**src/rtl/vga_mux_pkg.sv**
```systemverilog
// Shared constants and types for the VGA layer compositor.
// Imported by layered_objects_mux and layer_priority_encoder.
package vga_mux_pkg;
  localparam int RGB_W_DEFAULT = 8;
  localparam logic [RGB_W_DEFAULT-1:0] TRANSPARENT_COLOR = 8'hFF;
  localparam int MAX_LAYERS = 16;
  typedef logic [RGB_W_DEFAULT-1:0] rgb_t;
endpackage

```
**src/rtl/layer_priority_encoder.sv**
```systemverilog
// Combinational find-first-set: the lowest set index wins.
// any is high when at least one bit of vector is set.
module layer_priority_encoder
  import vga_mux_pkg::*;
#(
  parameter int N  = 4,
  parameter int IW = (N > 1) ? $clog2(N) : 1
) (
  input  logic [N-1:0]  vector,
  output logic [IW-1:0] index,
  output logic          any
);

  always_comb begin
    index = '0;
    any   = |vector;
    for (int i = N - 1; i >= 0; i--) begin
      if (vector[i]) index = IW'(i);
    end
  end

endmodule

```
**src/rtl/layered_objects_mux.sv**
```systemverilog
// Two-stage priority compositor with colour key and sticky collision flags.
// Collision logic is built only when LAYERS_MUX_COLLISION_EN is defined.
module layered_objects_mux
  import vga_mux_pkg::*;
#(
  parameter int NUM_LAYERS = 4,
  parameter int RGB_W      = RGB_W_DEFAULT,
  parameter logic [RGB_W-1:0] TRANSPARENT = RGB_W'(TRANSPARENT_COLOR),
  localparam int WW = $clog2(NUM_LAYERS + 1),
  localparam int IW = $clog2(NUM_LAYERS)
) (
  input  logic                        clk,
  input  logic                        resetN,
  input  logic                        startOfFrame,
  input  logic [NUM_LAYERS-1:0]       layerDrawingRequest,
  input  logic [NUM_LAYERS*RGB_W-1:0] layerRGB,
  input  logic [NUM_LAYERS-1:0]       layerEnable,
  input  logic [RGB_W-1:0]            backGroundRGB,
  output logic [RGB_W-1:0]            RGBOut,
  output logic [WW-1:0]               winnerLayer,
  output logic [NUM_LAYERS-1:0]       collisionMask,
  output logic                        collisionPulse
);

  logic [NUM_LAYERS-1:0]            w_vis;
  logic [NUM_LAYERS-1:0]            r_vis;
  logic [NUM_LAYERS-1:0][RGB_W-1:0] r_rgb;
  logic [RGB_W-1:0]                 r_bg;
  logic [IW-1:0]                    w_idx;
  logic                             w_any;
  logic [RGB_W-1:0]                 r_out;
  logic [WW-1:0]                    r_win;

  always_comb begin
    for (int i = 0; i < NUM_LAYERS; i++) begin
      w_vis[i] = layerDrawingRequest[i] & layerEnable[i] &
                 (layerRGB[i*RGB_W +: RGB_W] != TRANSPARENT);
    end
  end

  always_ff @(posedge clk or negedge resetN) begin
    if (!resetN) begin
      r_vis <= '0;
      r_rgb <= '0;
      r_bg  <= '0;
    end else begin
      r_vis <= w_vis;
      r_rgb <= layerRGB;
      r_bg  <= backGroundRGB;
    end
  end

  layer_priority_encoder #(
    .N  (NUM_LAYERS),
    .IW (IW)
  ) u_enc (
    .vector (r_vis),
    .index  (w_idx),
    .any    (w_any)
  );

  always_ff @(posedge clk or negedge resetN) begin
    if (!resetN) begin
      r_out <= '0;
      r_win <= '0;
    end else if (w_any) begin
      r_out <= r_rgb[w_idx];
      r_win <= WW'(w_idx);
    end else begin
      r_out <= r_bg;
      r_win <= WW'(NUM_LAYERS);
    end
  end

  assign RGBOut      = r_out;
  assign winnerLayer = r_win;

`ifdef LAYERS_MUX_COLLISION_EN
  logic [NUM_LAYERS-1:0] w_hit;
  logic [NUM_LAYERS-1:0] w_mask_nxt;
  logic [NUM_LAYERS-1:0] r_mask;
  logic                  r_pulse;

  // Frame start clears and sets in one step so the first pixel counts.
  assign w_hit      = {r_vis[NUM_LAYERS-1:1] &
                       {(NUM_LAYERS-1){r_vis[0]}}, 1'b0};
  assign w_mask_nxt = startOfFrame ? w_hit : (r_mask | w_hit);

  always_ff @(posedge clk or negedge resetN) begin
    if (!resetN) begin
      r_mask  <= '0;
      r_pulse <= 1'b0;
    end else begin
      r_mask  <= w_mask_nxt;
      r_pulse <= |(w_mask_nxt & ~r_mask);
    end
  end

  assign collisionMask  = r_mask;
  assign collisionPulse = r_pulse;
`else
  logic w_unused_sof;

  assign w_unused_sof   = startOfFrame;
  assign collisionMask  = '0;
  assign collisionPulse = 1'b0;
`endif

endmodule

```
**config.mk**
```make
export PLATFORM = sky130hd
export DESIGN_NAME = layered_objects_mux
export DESIGN_NICKNAME = d
export VERILOG_FILES = /design/src/rtl/vga_mux_pkg.sv /design/src/rtl/layer_priority_encoder.sv /design/src/rtl/layered_objects_mux.sv
export SDC_FILE = /design/constraint.sdc
export NUM_CORES = 1
export LEC_CHECK = 0
export CORE_MARGIN = 2
export CORE_UTILIZATION = 39
export CTS_BUF_LIST = sky130_fd_sc_hd__clkbuf_8 sky130_fd_sc_hd__clkbuf_16
export CTS_CLUSTER_SIZE = 14
export DETAILED_ROUTE_END_ITERATION = 8
export PLACE_DENSITY = 0.74
export REMOVE_ABC_BUFFERS = 1
export SETUP_SLACK_MARGIN = 0.1
export SYNTH_ARGS = -nofsm -noshare
export SYNTH_HDL_FRONTEND = slang
export SYNTH_HIERARCHICAL = 1
export SYNTH_SLANG_ARGS = --single-unit
```
**constraint.sdc**
```tcl
create_clock -name clk -period 1.4 [get_ports clk]
set_clock_uncertainty 0.05 [all_clocks]
set_input_delay 0.21 -clock clk [delete_from_list [all_inputs] [get_ports clk]]
set_output_delay 0.21 -clock clk [all_outputs]
set_load 0.01 [all_outputs]
```
=== Word level (Yosys, flattened, before mapping) ===
Cells that the tools add are included.
Widths: inputs -> output; s select.

* Equality and inequality tests: 4
* Multiplexer cells: 8
* Reductions and logical operators: 1
* $lt $le $gt $ge: 1
* Bitwise gates (word level): 8

{| class="wikitable"
|+ Operators by type and width
! kind !! number
|-
| $ne 8x8->1 const B || 4
|-
| $bmux 8 s2 || 1
|-
| $mux 8 || 2
|-
| $and 1x1->1 || 8
|-
| $mux 2 || 4
|-
| $reduce_or 4->1 || 1
|-
| $lt 2x3->1 const B || 1
|-
| $mux 3 || 1
|}

* Output and inout bits: 16
* Bits in registers: 55
* Input bits: 51

=== Longest topological paths before layout ===
Gate-level depths: netlist of run 1.

* Word-level depth: 7
* Mapped depth: 6
* Depth with buffers taken out: 4

=== By module ===
The synthesis of run 1 kept the hierarchy.

{| class="wikitable"
|+ By module, submodules not included
! module !! times used !! area an instance (µm²) !! cells each !! sequential area each (µm²)
|-
| layered_objects_mux || 1 || 1853.0 || 114 || 1376.3
|-
| layer_priority_encoder || 1 || 35.0 || 7 || 0.0
|}

=== Worst setup path after synthesis of run 1 ===
OpenSTA, ideal clock, no wires.

* Path kind: flip-flop to flip-flop
* Start point: register r_vis[2]
* End point: register r_out[0] (netlist: RGBOut[0])
* Library setup time: 140 ps
* Stages on the path, launching flop included: 7
* Required time: 1210 ps
* Setup slack: 2 ps
* Clock period less this slack: 1398 ps
* Arrival: 1208 ps
* Path buffers: 2
* Cell sequence: dfrtp_1 -> nand2b_1 -> a21oi_2 -> buf_6 -> buf_12 -> mux2i_1 -> o221ai_1

* Word-level cells in the longest chain between the ends: 6
* Elaborated cells between the ends (all ways): 7

{| class="wikitable"
|+ RTL lines
! what !! RTL line !! source
|-
| from (decl) || layered_objects_mux.sv:26 || <nowiki>logic [NUM_LAYERS-1:0] r_vis;</nowiki>
|-
| from (signal assigned) || layered_objects_mux.sv:47 || <nowiki>r_vis <= w_vis;</nowiki>
|-
| $mux 2 (3 in a row) || layer_priority_encoder.sv:18 || <nowiki>if (vector[i]) index = IW'(i);</nowiki>
|-
| named net w_idx[0] || layered_objects_mux.sv:29 || <nowiki>logic [IW-1:0] w_idx;</nowiki>
|-
| $bmux 8 s2 || layered_objects_mux.sv:67 || <nowiki>r_out <= r_rgb[w_idx];</nowiki>
|-
| $mux 8 (not written as such) || layered_objects_mux.sv:67 ||
|-
| $mux 8 || layered_objects_mux.sv:66 || <nowiki>end else if (w_any) begin</nowiki>
|-
| to (signal assigned) || layered_objects_mux.sv:67 ||
|-
| to (signal assigned) || layered_objects_mux.sv:70 || <nowiki>r_out <= r_bg;</nowiki>
|-
| to (decl) || layered_objects_mux.sv:31 || <nowiki>logic [RGB_W-1:0] r_out;</nowiki>
|}

The timed path passes the listed nets, and every way through them passes these cells. The select of a mux whose other input is x is not followed.

=== Final worst setup path of run 1 ===
* Start point: register r_vis[2]
* End point: register r_out[4] (netlist: RGBOut[4])

The elaborated chain is that of the path after synthesis.

==> impl_metrics.csv, run 1 <==
group,metric,value,unit
floorplanning,core,4692,um2
synthesis,syn_inst,121,
timing,post-route-min-period,1.464,ns
clock_tree,clk_pin_slew,0.09,ns
synthesis,yosysSeqAreaShare,0.7290,
global_route,gr-total-overflow,0,
setup_path,end_kind,"flop",
timing,fin_tns_setup,-0.2939,ns
finish,fillers,378,
timing,setup_violations,8,
finish,design_area,2728,um2
placement,portBuffers,60,
synthesis,avgSynthCellArea,15.60,um2
global_route,grt_pass1_vias,1234,
synthesis,synth_compound_area_frac,0.06296,
finish,final_common_cell,"dfrtp_1",
timing,fmax,683.0,MHz
finish,mostFrequentLayoutCells,"dfrtp_1, clkdlybuf4s50_1, dlygate4sd2_1, mux2i_1, nand2b_1",
job,cap_viol_max_count,0,
clock_tree,clock_path_buffers,2,
power,vdd_drop_max,0.6077,mV
global_route,grt_max_degree,56,
finish,diodes,0,
status,status,"finished with violations",
drt,routedWlPerCell,16.17,um
timing,fin_crit_sh,1.046,
floorplanning,die_width,73.58,um
global_route,grt_antenna_before_repair,0,
worst_hold_path,holdPathStages,1,
synthesis,synth_edf_count,0,
finish,area_growth,44.47,%
timing,slew_violations,0,
floorplanning,die_area,5414,um2
global_route,grt_pass1_wl,6.168,mm
worst_hold_path,worstHoldStart,"backGroundRGB[7]",
placement,place_congestion,0.8786,
clock_tree,cts_max_level,2,
timing,fin_ws,-0.06407,ns
setup_path,crit_arrival,1.59,ns
floorplanning,num_rows,25,
synthesis,yosysTopAreaCellShare,0.7290,
setup_path,start_kind,"flop",
power,leakage,1.217,nW
setup_path,cp.required,1.52,ns
drt,drt-total-wl,3.961,mm
synthesis,synth_top_cell_by_area,"dfrtp_1",
drt,vias,1193,
finish,final_cells,245,
drt,drc,0,
finish,drive_above_1_share,0.1257,
setup_path,critical_path_class,"flop to flop",
setup_path,reg2reg_slack,-0.06,ns
synthesis,synth-adder-area-share,0,
clock_tree,postCtsSetupBuffers,0,
synthesis,synth_top_family_by_area,"multiplexers",
worst_hold_path,whs_endpoint,"r_bg[7]$_DFF_PN0_",
timing,hold_slack,0.2880,ns
floorplanning,pin_count,67,
synthesis,synthMuxAreaShare,0.08482,
placement,hpwl,2.900,mm
drt,first_pass_iters,2,
synthesis,async_reset_ff_frac,1.000,
synthesis,ys_seq_elements,55,
global_route,grtUsageTotal,0.1567,
floorplanning,start_util,0.4024,
worst_hold_path,hp-class,"input port to flop",
synthesis,synth_area_leaders,"dfrtp_1, mux2i_1, o221ai_1",
placement,dp.cells,235,
finish,utilization,0.5813,
clock_tree,worstSkewPairLatency,0.30,ns
timing,hold_viol,0,
setup_path,r2r_cells,5,
setup_path,r2r-end,"RGBOut[4]$_DFF_PN0_",
synthesis,synth_simple_gate_area_frac,0.07422,
synthesis,ys_types,18,
drt,final_antenna_net_count,0,
synthesis,ys.flop_type,"dfrtp_1",
finish,layout.nets,241,
setup_path,path_max_fanout,5,
synthesis,syn-cell-area,1888,um2
drt,drt-initial-drc-count,86,
drt,post_drt_via_cell_ratio,4.869,
synthesis,synthXorXnorAreaFrac,0,
placement,placedInstanceArea,2539,um2
synthesis,synth_warnings,6,
clock_tree,numCtsBuffers,5,
status,violations,"negative setup slack",
timing,rsz0062_at_grt,"yes",
floorplanning,die_h,73.58,um
clock_tree,cts_sinks,55,
power,powerDensity,1238,nW/um2
clock_tree,cts_tree,"done",
setup_path,r2r-start,"r_vis[2]$_DFF_PN0_",
clock_tree,cts_root_buffer,"clkbuf_8",
[stage by stage]
stage	power, mW	setup WS (ns)
global placement	2.215	-0.03522
finish	3.377	-0.06407
floorplan	1.901	-0.3608
detailed placement	2.231	-0.1120
CTS	3.398	-0.04525
global route	3.515	-0.1447
[worst max-delay path by stage]
stage                                   from             endpoint  slack, ns
final                     r_vis[2]$_DFF_PN0_  RGBOut[4]$_DFF_PN0_      -0.06
after global routing      r_vis[2]$_DFF_PN0_  RGBOut[4]$_DFF_PN0_      -0.14
after CTS                 r_vis[2]$_DFF_PN0_  RGBOut[1]$_DFF_PN0_      -0.05
after detailed placement  r_vis[2]$_DFF_PN0_  RGBOut[4]$_DFF_PN0_      -0.11
after global placement    r_vis[2]$_DFF_PN0_  RGBOut[4]$_DFF_PN0_      -0.04
after floorplan           r_vis[2]$_DFF_PN0_  RGBOut[0]$_DFF_PN0_      -0.36
[flip-flops by register name (all words and copies together), names as in the netlist]
| register | cells |
|---|---|
| r_rgb | 32 |
| RGBOut | 8 |
| r_bg | 8 |
| r_vis | 4 |
| winnerLayer | 3 |
[cell families after synthesis]
logic type	Yosys count
and+or+nand+nor	24
DFF	55
muxes	16
other	1
buffers and inverters	12
AOI/OAI and AO/OA	13
[synth_stat cells, types with 2 or more instances]
cell      instances
inv_1             3
nor2_1            2
dfrtp_1          55
buf_4             5
o221ai_1          8
nand2_1           2
nand4_1           8
mux2i_1          16
o211a_1           4
nand2b_1         10
[critical path, cell delays in order, from the launching register on]
cell	delay (ns)
dfrtp_1	0.39
nand2b_4	0.15
a21oi_4	0.19
buf_6	0.17
mux2i_2	0.24
o221ai_1	0.14
[report_power, final]
group	internal [mW]	switching (mW)
Sequential	1.69	0.0379
Clock	0.707	0.473
Combinational	0.268	0.198
Total	2.67	0.709
[layer usage]
metal | routed length [um] | track usage
met4 | 70 | 0.06061
met2 | 1864 | 0.2500
met5 | 0 | 0
met1 | 1727 | 0.2048
met3 | 299 | 0.04252
[area by class of cell]
cell class              count  area, um2  share of cell area
clock buffers               5      68.82             0.02523
clock inverters             3      63.81             0.02339
inverters                   3      11.26            0.004128
multi-input cells          58      479.2              0.1757
flip-flops and latches     55       1376              0.5046
well taps                  54      67.56             0.02477
repair buffers             67      660.6              0.2422
[timing repair]
| item | 4_1_cts | 5_1_grt |
|---|---|---|
| pin swaps | 8 | 0 |
| cloned | 1 | 0 |
| endpoints found under the setup margin | 19 | 9 |
| endpoints found under the hold margin | 55 | 0 |
| hold buffers | 1 | 0 |
| resized for setup | 20 | 4 |
Power figures use the tool's default switching activity.
==> run 2: changes to the inputs <==
--- a/config.mk
+++ b/config.mk
@@ -6,11 +6,10 @@
 export NUM_CORES = 1
 export LEC_CHECK = 0
 export CORE_MARGIN = 2
-export CORE_UTILIZATION = 39
+export CORE_UTILIZATION = 25
 export CTS_BUF_LIST = sky130_fd_sc_hd__clkbuf_8 sky130_fd_sc_hd__clkbuf_16
 export CTS_CLUSTER_SIZE = 14
 export DETAILED_ROUTE_END_ITERATION = 8
-export PLACE_DENSITY = 0.74
 export REMOVE_ABC_BUFFERS = 1
 export SETUP_SLACK_MARGIN = 0.1
 export SYNTH_ARGS = -nofsm -noshare
==> run 2 against run 1 <==
The run still ends with negative setup slack left. First-iteration DRC count shrank 30%. Fmax grew 1.9%. Design area grew 2.2%. Critical endpoint is now RGBOut[7]$_DFF_PN0_. Highest routed layer unchanged.
==> impl_metrics.csv, run 2 (synthesized netlist as in run 1, its figures left out) <==
group,metric,value,unit
timing,fin_ws,-0.03637,ns
drt,final_antenna_net_count,0,
job,cap_viol_max_count,0,
setup_path,end_kind,"flop",
floorplanning,die_width,90.91,um
power,p_total,3.174,mW
global_route,gr-total-overflow,0,
setup_path,crit_arrival,1.55,ns
timing,fmax,696.2,MHz
status,status,"finished with violations",
clock_tree,clk_pin_slew,0.09,ns
clock_tree,cts_tree,"done",
finish,drive_above_1_share,0.1316,
setup_path,cp.required,1.52,ns
floorplanning,start_util,0.2589,
clock_tree,cts_max_level,2,
floorplanning,pin_count,67,
drt,first_pass_iters,4,
power,powerDensity,1139,nW/um2
drt,routedWlPerCell,12.84,um
finish,layout.nets,241,
drt,drt-initial-drc-count,60,
timing,slew_violations,0,
finish,diodes,0,
drt,drt-total-wl,3.712,mm
power,leakage,1.206,nW
drt,dr_wl_met2,2.000,mm
clock_tree,postCtsSetupBuffers,0,
placement,place_congestion,0.6611,
finish,mostFrequentLayoutCells,"dfrtp_1, clkdlybuf4s50_1, dlygate4sd2_1, mux2i_1",
global_route,grt_pass1_vias,1241,
worst_hold_path,hp-class,"input port to flop",
clock_tree,cts_sinks,55,
finish,design_area,2788,um2
timing,setup_violations,4,
clock_tree,cts_root_buffer,"clkbuf_8",
placement,placedInstanceArea,2603,um2
drt,drc,0,
timing,hold_viol,0,
timing,fin_tns_setup,-0.05598,ns
global_route,grt_pass1_wl,6.065,mm
setup_path,start_kind,"flop",
finish,final_common_cell,"dfrtp_1",
clock_tree,clock_path_buffers,2,
placement,portBuffers,60,
setup_path,path_max_fanout,8,
finish,area_growth,47.65,%
drt,highest_layer,"met4",
drt,post_drt_via_cell_ratio,3.986,
setup_path,critical_path_class,"flop to flop",
global_route,grt_max_degree,56,
floorplanning,num_rows,31,
drt,vias,1152,
status,violations,"negative setup slack",
placement,hpwl,2.860,mm
drt,met1_length,1.422,mm
global_route,grtUsageTotal,0.09651,
floorplanning,core,7292,um2
finish,utilization,0.3823,
timing,fin_crit_sh,1.026,
finish,largest_reg_flops,32,
placement,dp_slack,-0.1197,ns
floorplanning,die_area,8264,um2
drt,met3_wirelength,221,um
power,vdd_drop_max,0.5188,mV
global_route,grt_antenna_before_repair,0,
clock_tree,worstSkewPairLatency,0.30,ns
finish,top_register,"r_rgb",
floorplanning,die_h,90.91,um
timing,rsz0062_at_grt,"yes",
timing,post-route-min-period,1.436,ns
clock_tree,numCtsBuffers,5,
## run 2: worst paths after layout
check | startpoint | slack (ns) | to | cells past startpoint
worst max-delay path | r_vis[2]$_DFF_PN0_ | -0.04 | RGBOut[7]$_DFF_PN0_ | 5
worst min-delay path | backGroundRGB[2] | 0.29 | r_bg[2]$_DFF_PN0_ | 1
worst max register to register | r_vis[2]$_DFF_PN0_ | -0.04 | RGBOut[7]$_DFF_PN0_ | 5
worst min register to register | r_bg[3]$_DFF_PN0_ | 0.42 | RGBOut[3]$_DFF_PN0_ | 2
max in group asynchronous | resetN | 0.68 | r_rgb[4]$_DFF_PN0_ | 3
min in group asynchronous | resetN | 0.39 | winnerLayer[0]$_DFF_PN0_ | 3
## run 2: layer usage
| layer | global-route usage | vias to the layer above |
|---|---|---|
| li1 | - | 555 |
| met1 | 0.1096 | 549 |
| met2 | 0.1704 | 40 |
| met3 | 0.03005 | 8 |
| met4 | 0.03535 | 0 |
| met5 | 0 | - |
## run 2: cell type report
cell class	instances	area, um2
Multi-Input combinational cell	58	513.0
Fill cell	739	4504
Tap cell	99	123.9
Timing Repair Buffer	67	660.6
Sequential cell	55	1376
Inverter	3	11.26
Clock buffer	5	68.82
Clock inverter	2	33.78
## run 2: worst max-delay path, stage by stage (launching register included)
cell and delay (ns):
dfrtp_1 0.38, nand2b_4 0.14, a21oi_4 0.18, buf_6 0.18, mux2i_2 0.23, o221ai_1 0.13
## run 2: metrics by stage
stage	hold WS (ns)	cells
2_1_floorplan	-0.1356	116
3_3_place_gp	0.1734	281
3_5_place_dp	0.1806	281
4_1_cts	0.2797	289
5_1_grt	0.2874	289
6_report	0.2909	289
## run 2: repair_timing
| item | 4_1_cts | 5_1_grt |
|---|---|---|
| gates cloned | 0 | 0 |
| setup endpoints to repair | 19 | 9 |
| hold endpoints to repair | 55 | 0 |
| hold buffers | 1 | 0 |
| pin swaps | 6 | 0 |
| resized for setup | 24 | 4 |
## run 2: power breakdown
group	internal, mW	switching [mW]	leakage [nW]
Sequential	1.69	0.0397	0.653
Combinational	0.277	0.195	0.498
Clock	0.517	0.452	0.0554
==> run 3: changes to the inputs <==
--- a/config.mk
+++ b/config.mk
@@ -10,6 +10,7 @@
 export CTS_BUF_LIST = sky130_fd_sc_hd__clkbuf_8 sky130_fd_sc_hd__clkbuf_16
 export CTS_CLUSTER_SIZE = 14
 export DETAILED_ROUTE_END_ITERATION = 8
+export RECOVER_POWER = 25
 export REMOVE_ABC_BUFFERS = 1
 export SETUP_SLACK_MARGIN = 0.1
 export SYNTH_ARGS = -nofsm -noshare
==> run 3 against run 2 <==
The flow still finishes with violations (negative setup slack). First-iteration DRC count shrank 3.3%. Fmax is essentially flat. Non-clock buffer count did not move. Via count decreased by 0.17%. Sequential share of layout area unchanged. Power decreased by 0.50%. Design area is the same. Sequential power about the same. Critical path depth stayed put. Cell count stayed put. Critical endpoint unchanged.
==> impl_metrics.csv, run 3 (synthesized netlist as in run 1, its figures left out) <==
group,metric,value,unit
status,status,"finished with violations",
status,violations,"negative setup slack",
floorplanning,core,7292,um2
drt,drt-initial-drc-count,58,
clock_tree,numCtsBuffers,5,
job,cap_viol_max_count,0,
finish,mostFrequentLayoutCells,"dfrtp_1, dlygate4sd3_1, clkdlybuf4s50_1, dlygate4sd2_1, mux2i_1",
timing,fmax,696.3,MHz
power,leakage,1.213,nW
worst_hold_path,hp-class,"input port to flop",
placement,place_congestion,0.6611,
worst_hold_path,whs_endpoint,"r_rgb[5]$_DFF_PN0_",
clock_tree,cts_root_buffer,"clkbuf_8",
drt,post_drt_via_cell_ratio,3.979,
finish,layout.nets,241,
global_route,grt_max_degree,56,
finish,diodes,0,
setup_path,critical_path_class,"flop to flop",
clock_tree,postCtsSetupBuffers,0,
timing,fin_crit_sh,1.026,
drt,routedWlPerCell,12.82,um
floorplanning,pin_count,67,
global_route,grt_antenna_before_repair,0,
placement,portBuffers,60,
global_route,grt_pass1_vias,1241,
placement,dp.cells,281,
drt,first_pass_iters,4,
finish,area_growth,47.65,%
timing,hold_viol,0,
finish,drive_above_1_share,0.1316,
placement,hpwl,2.860,mm
setup_path,path_max_fanout,8,
finish,top_register,"r_rgb",
setup_path,r2r_cells,5,
power,powerDensity,1133,nW/um2
floorplanning,num_rows,31,
timing,rsz0062_at_grt,"yes",
floorplanning,die_width,90.91,um
timing,post-route-min-period,1.436,ns
floorplanning,start_util,0.2589,
finish,final_common_cell,"dfrtp_1",
drt,drt-total-wl,3.704,mm
timing,fin_ws,-0.03619,ns
timing,hold_slack,0.3338,ns
drt,vias,1150,
setup_path,r2r-end,"RGBOut[7]$_DFF_PN0_",
setup_path,r2r-start,"r_vis[2]$_DFF_PN0_",
worst_hold_path,worstHoldStart,"layerRGB[5]",
finish,fillers,739,
setup_path,reg2reg_slack,-0.04,ns
setup_path,end_kind,"flop",
clock_tree,clk_pin_slew,0.09,ns
setup_path,start_kind,"flop",
clock_tree,cts_max_level,2,
placement,dp_slack,-0.1197,ns
global_route,grt_pass1_wl,6.065,mm
finish,largest_reg_flops,32,
clock_tree,cts_tree,"done",
clock_tree,cts_sinks,55,
drt,drc,0,
clock_tree,worstSkewPairLatency,0.30,ns
timing,slew_violations,0,
worst_hold_path,holdPathStages,1,
floorplanning,die_h,90.91,um
drt,final_antenna_net_count,0,
timing,setup_violations,4,
finish,final_cells,289,
global_route,gr-total-overflow,0,
global_route,grtUsageTotal,0.09651,
floorplanning,die_area,8264,um2
power,vdd_drop_max,0.5178,mV
setup_path,cp.required,1.52,ns
clock_tree,clock_path_buffers,2,
setup_path,crit_arrival,1.55,ns
-- run 3: area by class of cell --
| cell class | instances | area, um2 | share of cell area |
|---|---|---|---|
| sequential | 55 | 1376 | 0.4937 |
| timing repair buffer | 67 | 660.6 | 0.2370 |
| multi-input combinational | 58 | 513.0 | 0.1840 |
| tap | 99 | 123.9 | 0.04443 |
| clock buffer | 5 | 68.82 | 0.02469 |
| clock inverter | 2 | 33.78 | 0.01212 |
| inverter | 3 | 11.26 | 0.004040 |
-- run 3: worst max-delay path by stage --
stage	end	slack, ns	startpoint	cells after the start
5_1_grt	RGBOut[6]$_DFF_PN0_	-0.12	r_vis[2]$_DFF_PN0_	5
4_1_cts	RGBOut[7]$_DFF_PN0_	-0.06	r_vis[2]$_DFF_PN0_	5
6_report	RGBOut[7]$_DFF_PN0_	-0.04	r_vis[2]$_DFF_PN0_	5
3_5_place_dp	RGBOut[5]$_DFF_PN0_	-0.12	r_vis[2]$_DFF_PN0_	5
3_3_place_gp	RGBOut[0]$_DFF_PN0_	-0.09	r_vis[2]$_DFF_PN0_	5
2_1_floorplan	RGBOut[0]$_DFF_PN0_	-0.36	r_vis[2]$_DFF_PN0_	4
-- run 3: repair_timing --
item,CTS,global route
endpoints found under the hold margin,55,0
resized for setup,24,4
hold buffers,1,0
pin swaps,6,0
endpoints found under the setup margin,19,9
-- run 3: per-layer routing --
layer | routed length (um) | up-vias | global-route usage
li1 | - | 555 | -
met1 | 1418 | 547 | 0.1096
met2 | 1996 | 40 | 0.1704
met3 | 221 | 8 | 0.03005
met4 | 68 | 0 | 0.03535
met5 | 0 | - | 0
-- run 3: metrics by stage --
| step | setup TNS (ns) | utilization | instance area (um2) | power (mW) |
|---|---|---|---|---|
| final | -0.05560 | 0.3823 | 2788 | 3.158 |
| after floorplan | -3.062 | - | 1826 | 1.901 |
| after global routing | -0.6774 | 0.3823 | 2788 | 3.312 |
| after CTS | -0.2674 | 0.3799 | 2770 | 3.228 |
| after detailed placement | -0.8255 | 0.3569 | 2603 | 2.234 |
| after global placement | -0.5837 | 0.3569 | 2603 | 2.230 |
-- run 3: where the power goes --
part	switching, mW	internal, mW	leakage (nW)	total, mW
clock	0.452	0.517	0.0554	0.969
combinational	0.195	0.261	0.505	0.456
sequential	0.0396	1.69	0.653	1.73
-- run 3: critical path: stages (launching register included) --
cell and delay [ns]:
dfrtp_1 0.38, nand2b_4 0.14, a21oi_4 0.18, buf_6 0.18, mux2i_2 0.23, o221ai_1 0.13
